[src/rtl/fifo_scan.sv]
// Synchronous FIFO with fill thresholds, sticky overflow/underflow flags and a non-destructive scan port.
// Define FIFO_SCAN_FWFT_EN for first-word fall-through read_data; default is a registered read_data.
module fifo_scan #(
    parameter int DEPTH    = 4,
    parameter int WIDTH    = 8,
    parameter int AF_LEVEL = 3,
    parameter int AE_LEVEL = 1
) (
    input  logic                         clk,
    input  logic                         reset,
    input  logic                         clk_enable,
    input  logic                         write,
    input  logic [WIDTH-1:0]             write_data,
    input  logic                         read,
    output logic [WIDTH-1:0]             read_data,
    input  logic [$clog2(DEPTH)-1:0]     scan_index,
    output logic [WIDTH-1:0]             scan_data,
    output logic                         scan_valid,
    output logic [$clog2(DEPTH):0]       count,
    output logic                         empty,
    output logic                         full,
    output logic                         almost_empty,
    output logic                         almost_full,
    output logic                         overflow,
    output logic                         underflow,
    input  logic                         clear_err
);

    localparam int AW = $clog2(DEPTH);
    localparam logic [AW:0]   ZERO_C  = {(AW+1){1'b0}};
    localparam logic [AW:0]   ONE_C   = {{AW{1'b0}}, 1'b1};
    localparam logic [AW:0]   DEPTH_C = (AW+1)'(DEPTH);
    localparam logic [AW:0]   AF_C    = (AW+1)'(AF_LEVEL);
    localparam logic [AW:0]   AE_C    = (AW+1)'(AE_LEVEL);
    localparam logic [AW-1:0] PSTEP_C = {{(AW-1){1'b0}}, 1'b1};

    logic [WIDTH-1:0] mem_q [DEPTH];
    logic [AW-1:0]    wr_ptr_q, wr_ptr_d;
    logic [AW-1:0]    rd_ptr_q, rd_ptr_d;
    logic [AW:0]      count_q, count_d;
    logic             overflow_q, overflow_d;
    logic             underflow_q, underflow_d;
    logic             empty_q, full_q, ae_q, af_q;
    logic             pop_ok_s, push_ok_s;
    logic [AW-1:0]    scan_ptr_s;

    always_comb begin
        pop_ok_s    = read & ~empty_q;
        push_ok_s   = write & (~full_q | pop_ok_s);
        wr_ptr_d    = push_ok_s ? wr_ptr_q + PSTEP_C : wr_ptr_q;
        rd_ptr_d    = pop_ok_s  ? rd_ptr_q + PSTEP_C : rd_ptr_q;
        case ({push_ok_s, pop_ok_s})
            2'b10:   count_d = count_q + ONE_C;
            2'b01:   count_d = count_q - ONE_C;
            default: count_d = count_q;
        endcase
        // clear_err beats a same-cycle set
        if (clear_err) begin
            overflow_d  = 1'b0;
            underflow_d = 1'b0;
        end else begin
            overflow_d  = overflow_q  | (write & full_q & ~read);
            underflow_d = underflow_q | (read & empty_q);
        end
    end

    always_ff @(posedge clk) begin
        if (reset) begin
            wr_ptr_q    <= {AW{1'b0}};
            rd_ptr_q    <= {AW{1'b0}};
            count_q     <= ZERO_C;
            overflow_q  <= 1'b0;
            underflow_q <= 1'b0;
            empty_q     <= 1'b1;
            full_q      <= 1'b0;
            ae_q        <= 1'b1;
            af_q        <= 1'b0;
        end else if (clk_enable) begin
            wr_ptr_q    <= wr_ptr_d;
            rd_ptr_q    <= rd_ptr_d;
            count_q     <= count_d;
            overflow_q  <= overflow_d;
            underflow_q <= underflow_d;
            empty_q     <= (count_d == ZERO_C);
            full_q      <= (count_d == DEPTH_C);
            ae_q        <= (count_d <= AE_C);
            af_q        <= (count_d >= AF_C);
        end
    end

    // Storage is deliberately left uncleared by reset.
    always_ff @(posedge clk) begin
        if (!reset && clk_enable && push_ok_s) begin
            mem_q[wr_ptr_q] <= write_data;
        end
    end

`ifdef FIFO_SCAN_FWFT_EN
    assign read_data = empty_q ? {WIDTH{1'b0}} : mem_q[rd_ptr_q];
`else
    logic [WIDTH-1:0] read_data_q;

    always_ff @(posedge clk) begin
        if (reset) begin
            read_data_q <= {WIDTH{1'b0}};
        end else if (clk_enable && pop_ok_s) begin
            read_data_q <= mem_q[rd_ptr_q];
        end
    end

    assign read_data = read_data_q;
`endif

    assign scan_ptr_s   = rd_ptr_q + scan_index;
    assign scan_data    = mem_q[scan_ptr_s];
    assign scan_valid   = ({1'b0, scan_index} < count_q);

    assign count        = count_q;
    assign empty        = empty_q;
    assign full         = full_q;
    assign almost_empty = ae_q;
    assign almost_full  = af_q;
    assign overflow     = overflow_q;
    assign underflow    = underflow_q;

endmodule

[config.mk]
export PLATFORM = sky130hd
export DESIGN_NAME = fifo_scan
export DESIGN_NICKNAME = d
export VERILOG_FILES = /design/src/rtl/fifo_scan.sv
export SDC_FILE = /design/constraint.sdc
export NUM_CORES = 1
export LEC_CHECK = 0
export ABC_AREA = 1
export CORE_ASPECT_RATIO = 1.75
export CORE_MARGIN = 2
export CORE_UTILIZATION = 48
export CTS_CLUSTER_DIAMETER = 100
export DETAILED_ROUTE_END_ITERATION = 7
export GPL_ROUTABILITY_DRIVEN = 0
export PLACE_DENSITY = 0.74
export SLEW_MARGIN = 20
export SYNTH_ARGS = -nofsm -noshare
export SYNTH_HDL_FRONTEND = slang
export SYNTH_SLANG_ARGS = --single-unit
[constraint.sdc]
create_clock -name clk -period 1.69 [get_ports clk]
set_input_delay 0.2535 -clock clk [delete_from_list [all_inputs] [get_ports clk]]
set_output_delay 0.2535 -clock clk [all_outputs]
set_load 0.01 [all_outputs]
---- Word-level counts from Yosys, hierarchy flattened ----
Memories as Yosys holds them, arrays and structs flattened. A register that Yosys moved wholly into a read port is not among the register bits.
Cells that the tools add are included.
Widths: inputs -> output; s select.
storage, ports and cells
  bits in registers ....................... 13
  bits in writable memories ............... 32
  output and inout bits ................... 26
  logic and storage cells ................. 44
  memories kept ........................... 1
cells by class
  add/subtract/negate cells ............... 5
  $lt $le $gt $ge ......................... 3
  equality and inequality tests ........... 3
  multiplexer cells ....................... 5
  bitwise operators ....................... 11
  reductions and logical operators ........ 7
memories
  memory  words  width  read ports  clocked after memory_dff  wr ports  line  text
  mem_q   4      8      2           1                         1         37    logic [WIDTH-1:0] mem_q [DEPTH];
operator list
  cell                 number
  $pmux 3 s2           1
  $and 1x1->1          5
  $add 2x1->2 const B  2
  $mux 1               4
  $reduce_and 2->1     2
  $add 3x1->3 const B  1
  $eq 3x3->1 const B   1
  $ge 3x2->1 const B   1
  $le 3x1->1 const B   1
  $logic_and 1x1->1    3
  $logic_not 3->1      1
  $lt 2x3->1           1
  $not 1->1            3
  $or 1x1->1           3
  $sub 3x1->3 const B  1
  $add 2x2->2          1
  $eq 2x1->1 const B   1
  $eq 2x2->1 const B   1
  $logic_not 1->1      1

---- Logic depth before layout (Yosys ltp) ----
Gate-level depths: netlist of the first run.
  depth after elaboration ................. 7
  gate-level depth with buffers ........... 12
  mapped depth without buffers ............ 12

---- Worst setup path after synthesis of the first run ----
No wires, ideal clock.
  path kind ............................... register to register
  start ................................... register empty_q, in the netlist empty
  end ..................................... register full_q, in the netlist full
  library setup time ...................... 0.070 ns
  data arrival time ....................... 1.713 ns
  required time ........................... 1.620 ns
  slack ................................... -0.093 ns
  stages on the path, launching flop included .. 10
  period minus slack after synthesis ...... 1.783 ns
  path through ............................ dfxtp_1 > o21ai_2 > nand2_1 > ha_1 > fa_1 > nand2_1 > nand3_1 > nor2_1 > nand2_1 > a21oi_1
between the ends
  word-level cells in the longest chain between the ends .. 7
RTL lines
  what                                             line  text
  start: declaration                               43    logic empty_q, full_q, ae_q, af_q;
  start signal: assignment                         84    empty_q <= (count_d == ZERO_C);
  $not 1->1 (*)                                    48    pop_ok_s = read & ~empty_q;
  $and 1x1->1 (*)                                  48
  $or 1x1->1                                       49    push_ok_s = write & (~full_q | pop_ok_s);
  $and 1x1->1                                      49
  $eq 2x1->1 / $eq 2x2->1 (equally long branches)  52    case ({push_ok_s, pop_ok_s})
  $pmux 3 s2 (*)                                   52
  $eq 3x3->1 (*)                                   85    full_q <= (count_d == DEPTH_C);
  end signal: assignment                           85
  end: declaration                                 43
Mark *: on every way between the ends. The rest lies on a longest branch, timed or not.
A chain may end at the register's enable or synchronous reset.

---- Worst setup path after layout of the first run ----
  start ................................... register rd_ptr_q[0]
  end ..................................... output scan_data[1]
between the ends
  word-level cells in the longest chain between the ends .. 2
RTL lines
  what                      line  text
  start: declaration        39    logic [AW-1:0] rd_ptr_q, rd_ptr_d;
  start signal: assignment  70    rd_ptr_q <= {AW{1'b0}};
  start signal: assignment  80    rd_ptr_q <= rd_ptr_d;
  $add 2x2->2               114   assign scan_ptr_s = rd_ptr_q + scan_index;
  $mem_v2 4x8               -
  end: declaration          17    output logic [WIDTH-1:0] scan_data,
Every way passes these cells.

==> flow_summary_export.csv, run 1 <==
group,metric,value,unit
run_status,outcome,"complete, but fails checks",
run_status,violations,"setup timing",
cells_and_area,antenna_cells,0,
synthesis,synth.distinct_cells,27,
clock_tree,cts_sinks,53,
setup_path,worstPathArrival,1.56,ns
die,fp.dieW,59.6,um
placement,portBuffers,41,
global_routing,antenna_found_initial,0,
run,drv_cap,0,
clock_tree,clk_latency,0.30,ns
setup_path,endpoint_kind,"primary output",
cells_and_area,fillers,415,
clock_tree,cts_buffer_depth,2,
cells_and_area,final_cell_mix,"nand2_1, inv_1, edfxtp_1",
synthesis,post_synth_instance_area,2600,um^2
synthesis,syn_inst,296,
setup_path,cp.required,1.44,ns
sta,worst_slew_pin_slew,0.341,ns
setup_path,path_class,"reg2out",
power,power,0.00282,W
sta,fin_crit,1.82,ns
setup_path,start_kind,"register",
sta,setup_viol,15,
drt,vias,2252,
cells_and_area,area_growth,36.6,%
cells_and_area,nNetsFinal,388,
die,ioPinCount,42,
sta,max_freq,551,MHz
die,die_y,101,um
sta,finalHoldViolCount,0,
clock_tree,cts.clk_slew.worst_paths,0.10,ns
power,p_per_area,795,nW/um^2
cells_and_area,mostFrequentLayoutCell,"nand2_1",
placement,hpwl,4000,um
clock_tree,cts_tree,"done",
sta,fin_skew,0.00862,ns
synthesis,yosysSeqAreaShare,53.2,%
drt,drt_iter0_drc,174,
sta,period_share,107,%
global_routing,grt_overflow_total,0,
drt,postRouteAntennaNets,0,
die,core,5260,um^2
global_routing,grt_util_all_layers,21.8,%
clock_tree,cts_buffers,5,
sta,fin_ws,-0.125,ns
synthesis,ys_seq_elements,53,
synthesis,synth_warnings,0,
power,power_leakage,1.48,nW
sta,fin_hold_ws,0.460,ns
clock_tree,postCtsHoldBufs,0,
sta,rsz0062_at_grt,"true",
sta,slew_headroom,77.1,%
drt,vias_per_cell,5.36,
drt,wl_per_cell,15.0,um
cells_and_area,drive_above_1_share,23.8,%
power,ir_drop,613,uV
die,die_area,6040,um^2
synthesis,avgSynthCellArea,8.78,um^2
drt,drc,0,
sta,fin_tns_setup,-1.34,ns
setup_path,critPathMaxFanout,8,
synthesis,syn-num-nets,320,
clock_tree,cts_root_buffer,"clkbuf_8",
clock_tree,h-tree-depth,2,
die,start_util,49.4,%
global_routing,grt_pass1_vias,2248,
drt,firstDrtPassIters,4,
global_routing,grt_pass1_wl,9920,um
min_path,hold_path.class,"reg2reg",
die,rows,35,
global_routing,grt_max_degree,19,
drt,wl,6290,um
sta,drv_slew,0,
## final timing paths
path	endpoint	slack, ns	from	depth (start not counted)
setup / recovery	scan_data[1]	-0.13	rd_ptr_q[0]	7
hold / removal	overflow	0.46	overflow	2
setup reg to reg	full	-0.11	empty	9
hold reg to reg	overflow	0.46	overflow	2
## cell usage after synthesis, drive strengths merged
cell / count / share of area (%)
nand2: 63 / 9.2
inv: 46 / 6.8
o21a: 2 / 0.58
buf: 11 / 3.1
nand4: 4 / 0.96
a21oi: 16 / 3.1
dfxtp: 21 / 16
xnor2: 2 / 0.67
ha: 7 / 3.4
fa: 1 / 0.77
a31oi: 1 / 0.24
edfxtp: 32 / 37
clkbuf: 2 / 0.29
nand3b: 1 / 0.77
o211ai: 8 / 2.3
nor2: 26 / 3.9
a21boi: 1 / 0.29
nand3: 15 / 3.1
o21ai: 37 / 7.3
## metrics by stage
| step | util [%] | area (um^2) | setup slack [ns] | cells |
|---|---|---|---|---|
| 3_5_place_dp | 61.4 | 3230 | -0.735 | 407 |
| 6_report | 67.5 | 3550 | -0.125 | 420 |
| 4_1_cts | 65.4 | 3430 | -0.115 | 419 |
| 3_3_place_gp | 61.4 | 3230 | -0.708 | 407 |
| 5_1_grt | 67.5 | 3550 | -0.195 | 420 |
| 2_1_floorplan | - | 2600 | 0.00716 | 296 |
## registers in the layout, indices dropped and copies added, names as in the netlist
| register | count |
|---|---|
| mem_q | 32 |
| read_data | 8 |
| count | 3 |
| rd_ptr_q | 2 |
| wr_ptr_q | 2 |
| almost_empty | 1 |
| almost_full | 1 |
| empty | 1 |
| full | 1 |
| overflow | 1 |
| underflow | 1 |
## layer usage
metal / vias to the layer above / track usage (%) / part of all wire (%)
li1: 1107 / - / -
met3: 19 / 3.83 / 6.1
met2: 89 / 39.2 / 55
met4: 0 / 11.8 / 3.3
met1: 1037 / 23.4 / 35
met5: - / 0 / 0
## cell families (layout without fill, tap and decap cells)
kind of cell / count (synthesis) / count (layout) / synth area share (%)
AOI/OAI and AO/OA: 65 / 65 / 13.8
buffers and inverters: 59 / 127 / 10.3
and+or+nand+nor: 109 / 110 / 18.0
DFF: 53 / 53 / 53.2
adders and majority gates: 8 / 8 / 4.14
xor gates and xnor gates: 2 / 2 / 0.674
## timing repair
item / in CTS / in global routing
endpoints found under the hold margin: 0 / 0
pin swaps: 15 / 9
cloned: 2 / 1
buffers inserted: 2 / 0
endpoints found under the setup margin: 15 / 16
resized for setup: 76 / 21
## worst max-delay path: stages, from the launching register on
cell     delay [ns]
dfxtp_2        0.35
ha_4           0.17
xnor2_4        0.18
inv_2          0.07
nand2_4        0.13
nand2_8        0.09
o21ai_1        0.13
buf_2          0.14
## final cells by class
class | count | area, um^2 | area share [%]
clock buffers | 7 | 97.6 | 2.75
repair buffers | 73 | 671 | 18.9
flip-flops and latches | 53 | 1390 | 39.1
clock inverters | 1 | 5.00 | 0.141
well taps | 55 | 68.8 | 1.94
multi-input cells | 185 | 1140 | 32.2
inverters | 46 | 178 | 5.01
## where the power goes
group	switching [W]	internal, W
clock	0.000403	0.000381
sequential	0.0000283	0.00141
combinational	0.000311	0.000290
total	0.000742	0.00208
Note: power is estimated with default switching activity, not from simulation.
==> inputs of run 2 (changes only) <==
Settings changed: CTS_CLUSTER_SIZE from default to 14.
==> results of run 2 <==
The final DEF is identical to that of run 1; final timing and power are the same.
==> inputs of run 3 (changes only) <==
Settings changed: CORE_UTILIZATION 48 to 50, CTS_BUF_LIST from default to sky130_fd_sc_hd__clkbuf_8, PLACE_DENSITY 0.74 to 0.76.
==> run 3 against run 2 <==
The run still ends with setup timing left. Via count shrank 2.7%. Critical endpoint is now scan_data[7]. Sequential power barely moved. Clock-buffer cell count did not move. Sequential share of layout area increased by 1.1 points. Highest routed layer unchanged. Power is 1.8% lower. Hold slack gained 0.00072 ns. Routed wire length decreased by 5.3%. Largest power group unchanged. First-iteration DRC count down 75%.
==> flow_summary_export.csv, run 3 (synthesis results as in run 1) <==
group,metric,value,unit
run_status,outcome,"complete, but fails checks",
run_status,violations,"setup timing",
global_routing,grt_pass1_vias,2173,
setup_path,reg2reg_depth,7,
cells_and_area,antenna_cells,0,
sta,worst_slew_pin_slew,0.364,ns
cells_and_area,largest_reg_flops,32,
clock_tree,cts_sinks,53,
die,start_util,52.2,%
placement,post-place-ws,-0.751,ns
global_routing,use_met1,23.4,%
power,p_per_area,803,nW/um^2
run,drv_cap,0,
drt,drt_iter0_drc,44,
power,power_leakage,1.44,nW
placement,place_inst,397,
clock_tree,cts_buffers,5,
sta,fin_crit,1.85,ns
cells_and_area,final_cell_mix,"nand2_1, inv_1, edfxtp_1",
die,core,4980,um^2
clock_tree,cts_root_buffer,"clkbuf_8",
setup_path,critPathMaxFanout,8,
sta,rsz0062_at_grt,"true",
sta,fin_skew,0.00476,ns
power,ir_drop,861,uV
die,die_area,5810,um^2
die,fp.dieW,58.5,um
min_path,hold_path.class,"reg2reg",
cells_and_area,seqCellArea,1390,um^2
setup_path,cp.required,1.44,ns
cells_and_area,instances_no_fill,411,
drt,wl_per_cell,14.5,um
setup_path,start_kind,"register",
placement,portBuffers,41,
power,seq_power_share,51.7,%
power,p_sw_share,26.3,%
sta,period_share,110,%
clock_tree,clk_latency,0.30,ns
drt,vias_per_cell,5.33,
clock_tree,h-tree-depth,2,
global_routing,grt.busiest_layer,"met2",
setup_path,slowest_stage,"dfxtp_2",
sta,finalHoldViolCount,0,
setup_path,worstPathArrival,1.60,ns
sta,slew_headroom,75.6,%
die,ioPinCount,42,
drt,wl,5950,um
drt,drc,0,
sta,fin_tns_setup,-1.49,ns
drt,firstDrtPassIters,5,
cells_and_area,multiInputGateArea,1140,um^2
global_routing,grt_util_all_layers,22.2,%
global_routing,grt_use_met3,2.73,%
placement,hpwl,3950,um
sta,max_freq,539,MHz
setup_path,path_class,"reg2out",
sta,setup_viol,14,
global_routing,grt_pass1_wl,9740,um
power,clockPowerShare,28.0,%
drt,postRouteAntennaNets,0,
sta,drv_slew,0,
power,combPwrFrac,20.3,%
setup_path,cpPeakStageDelay,0.35,ns
cells_and_area,area_growth,32.9,%
global_routing,grt_overflow_total,0,
cells_and_area,fillers,386,
setup_path,endpoint_kind,"primary output",
sta,fin_ws,-0.165,ns
drt,vias,2191,
clock_tree,cts.clk_slew.worst_paths,0.09,ns
global_routing,antenna_found_initial,0,
die,rows,34,
cells_and_area,mostFrequentLayoutCell,"nand2_1",
clock_tree,cts_tree,"done",
cells_and_area,nNetsFinal,380,
global_routing,gr-usage-met2,41.8,%
power,p_switching,0.000728,W
power,cell_internal_pwr,0.00204,W
setup_path,path_cells,"ha_4, xnor2_4, inv_2, nand2_4, nand2_8, o21ai_2, buf_2",
cells_and_area,max_flop_register,"mem_q",
die,die_y,99.3,um
min_path,hold_path_depth,2,
global_routing,grt_max_degree,33,
cells_and_area,drive_above_1_share,23.5,%
clock_tree,cts_buffer_depth,2,
==> run 3: changes by cell type in the layout (fill, tap and decap cells not counted), moves of 2 or more <==
cell and delta:
buf_4 -6, nand2_1 -4, nand2_2 +3, clkbuf_16 -2, clkbuf_8 +2, nand3_1 -2
nand3_2 +2
==> run 3: final cells by class <==
type	count	share of cell area, %
flip-flops and latches	53	40.1
inverters	46	5.14
clock buffers	7	2.79
multi-input cells	185	33.1
well taps	54	1.96
clock inverters	1	0.254
repair buffers	65	16.6
==> run 3: power groups by stage <==
stage	Combinational [W]	Clock (W)	Sequential (W)
CTS	0.000518	0.000797	0.00143
global placement	0.000473	0	0.00146
finish	0.000562	0.000776	0.00143
global route	0.000611	0.000849	0.00144
detailed placement	0.000484	0	0.00146
floorplan	0.000241	0	0.00148
==> run 3: through the flow <==
stage | area [um^2] | total power (W) | hold WS, ns | utilization, %
floorplan | 2600 | 0.00172 | 0.352 | -
CTS | 3370 | 0.00275 | 0.463 | 67.6
global placement | 3160 | 0.00193 | 0.440 | 63.4
global route | 3450 | 0.00290 | 0.492 | 69.4
finish | 3450 | 0.00277 | 0.460 | 69.4
detailed placement | 3160 | 0.00195 | 0.446 | 63.4
==> run 3: critical path: cells and delay by family (launching register included) <==
family | cells | cell delay (ns)
adder cells (fa/ha/maj) | 1 | 0.17
XOR/XNOR | 1 | 0.19
buffers and inverters | 2 | 0.21
AO/OA/AOI/OAI | 1 | 0.15
flip-flops | 1 | 0.35
AND/OR/NAND/NOR | 2 | 0.21
==> run 3: path summary, 6_finish.rpt <==
kind | startpoint | end | slack (ns)
worst max-delay path | rd_ptr_q[0] | scan_data[7] | -0.16
worst min-delay path | underflow | underflow | 0.46
worst max register to register | empty | count[1] | -0.12
worst min register to register | underflow | underflow | 0.46
==> run 3: repair_timing <==
item | CTS | global route
gates resized for setup | 77 | 22
hold endpoints to repair | 0 | 0
hold buffers | 0 | 0
gates cloned | 1 | 0
pin swaps | 17 | 17
setup endpoints to repair | 15 | 16
buffers inserted | 4 | 2
==> run 3: routing by layer <==
metal	up-vias	wire length, um
met5	-	0
met4	0	193
met3	14	229
met2	62	3350
met1	1024	2190
li1	1091	-
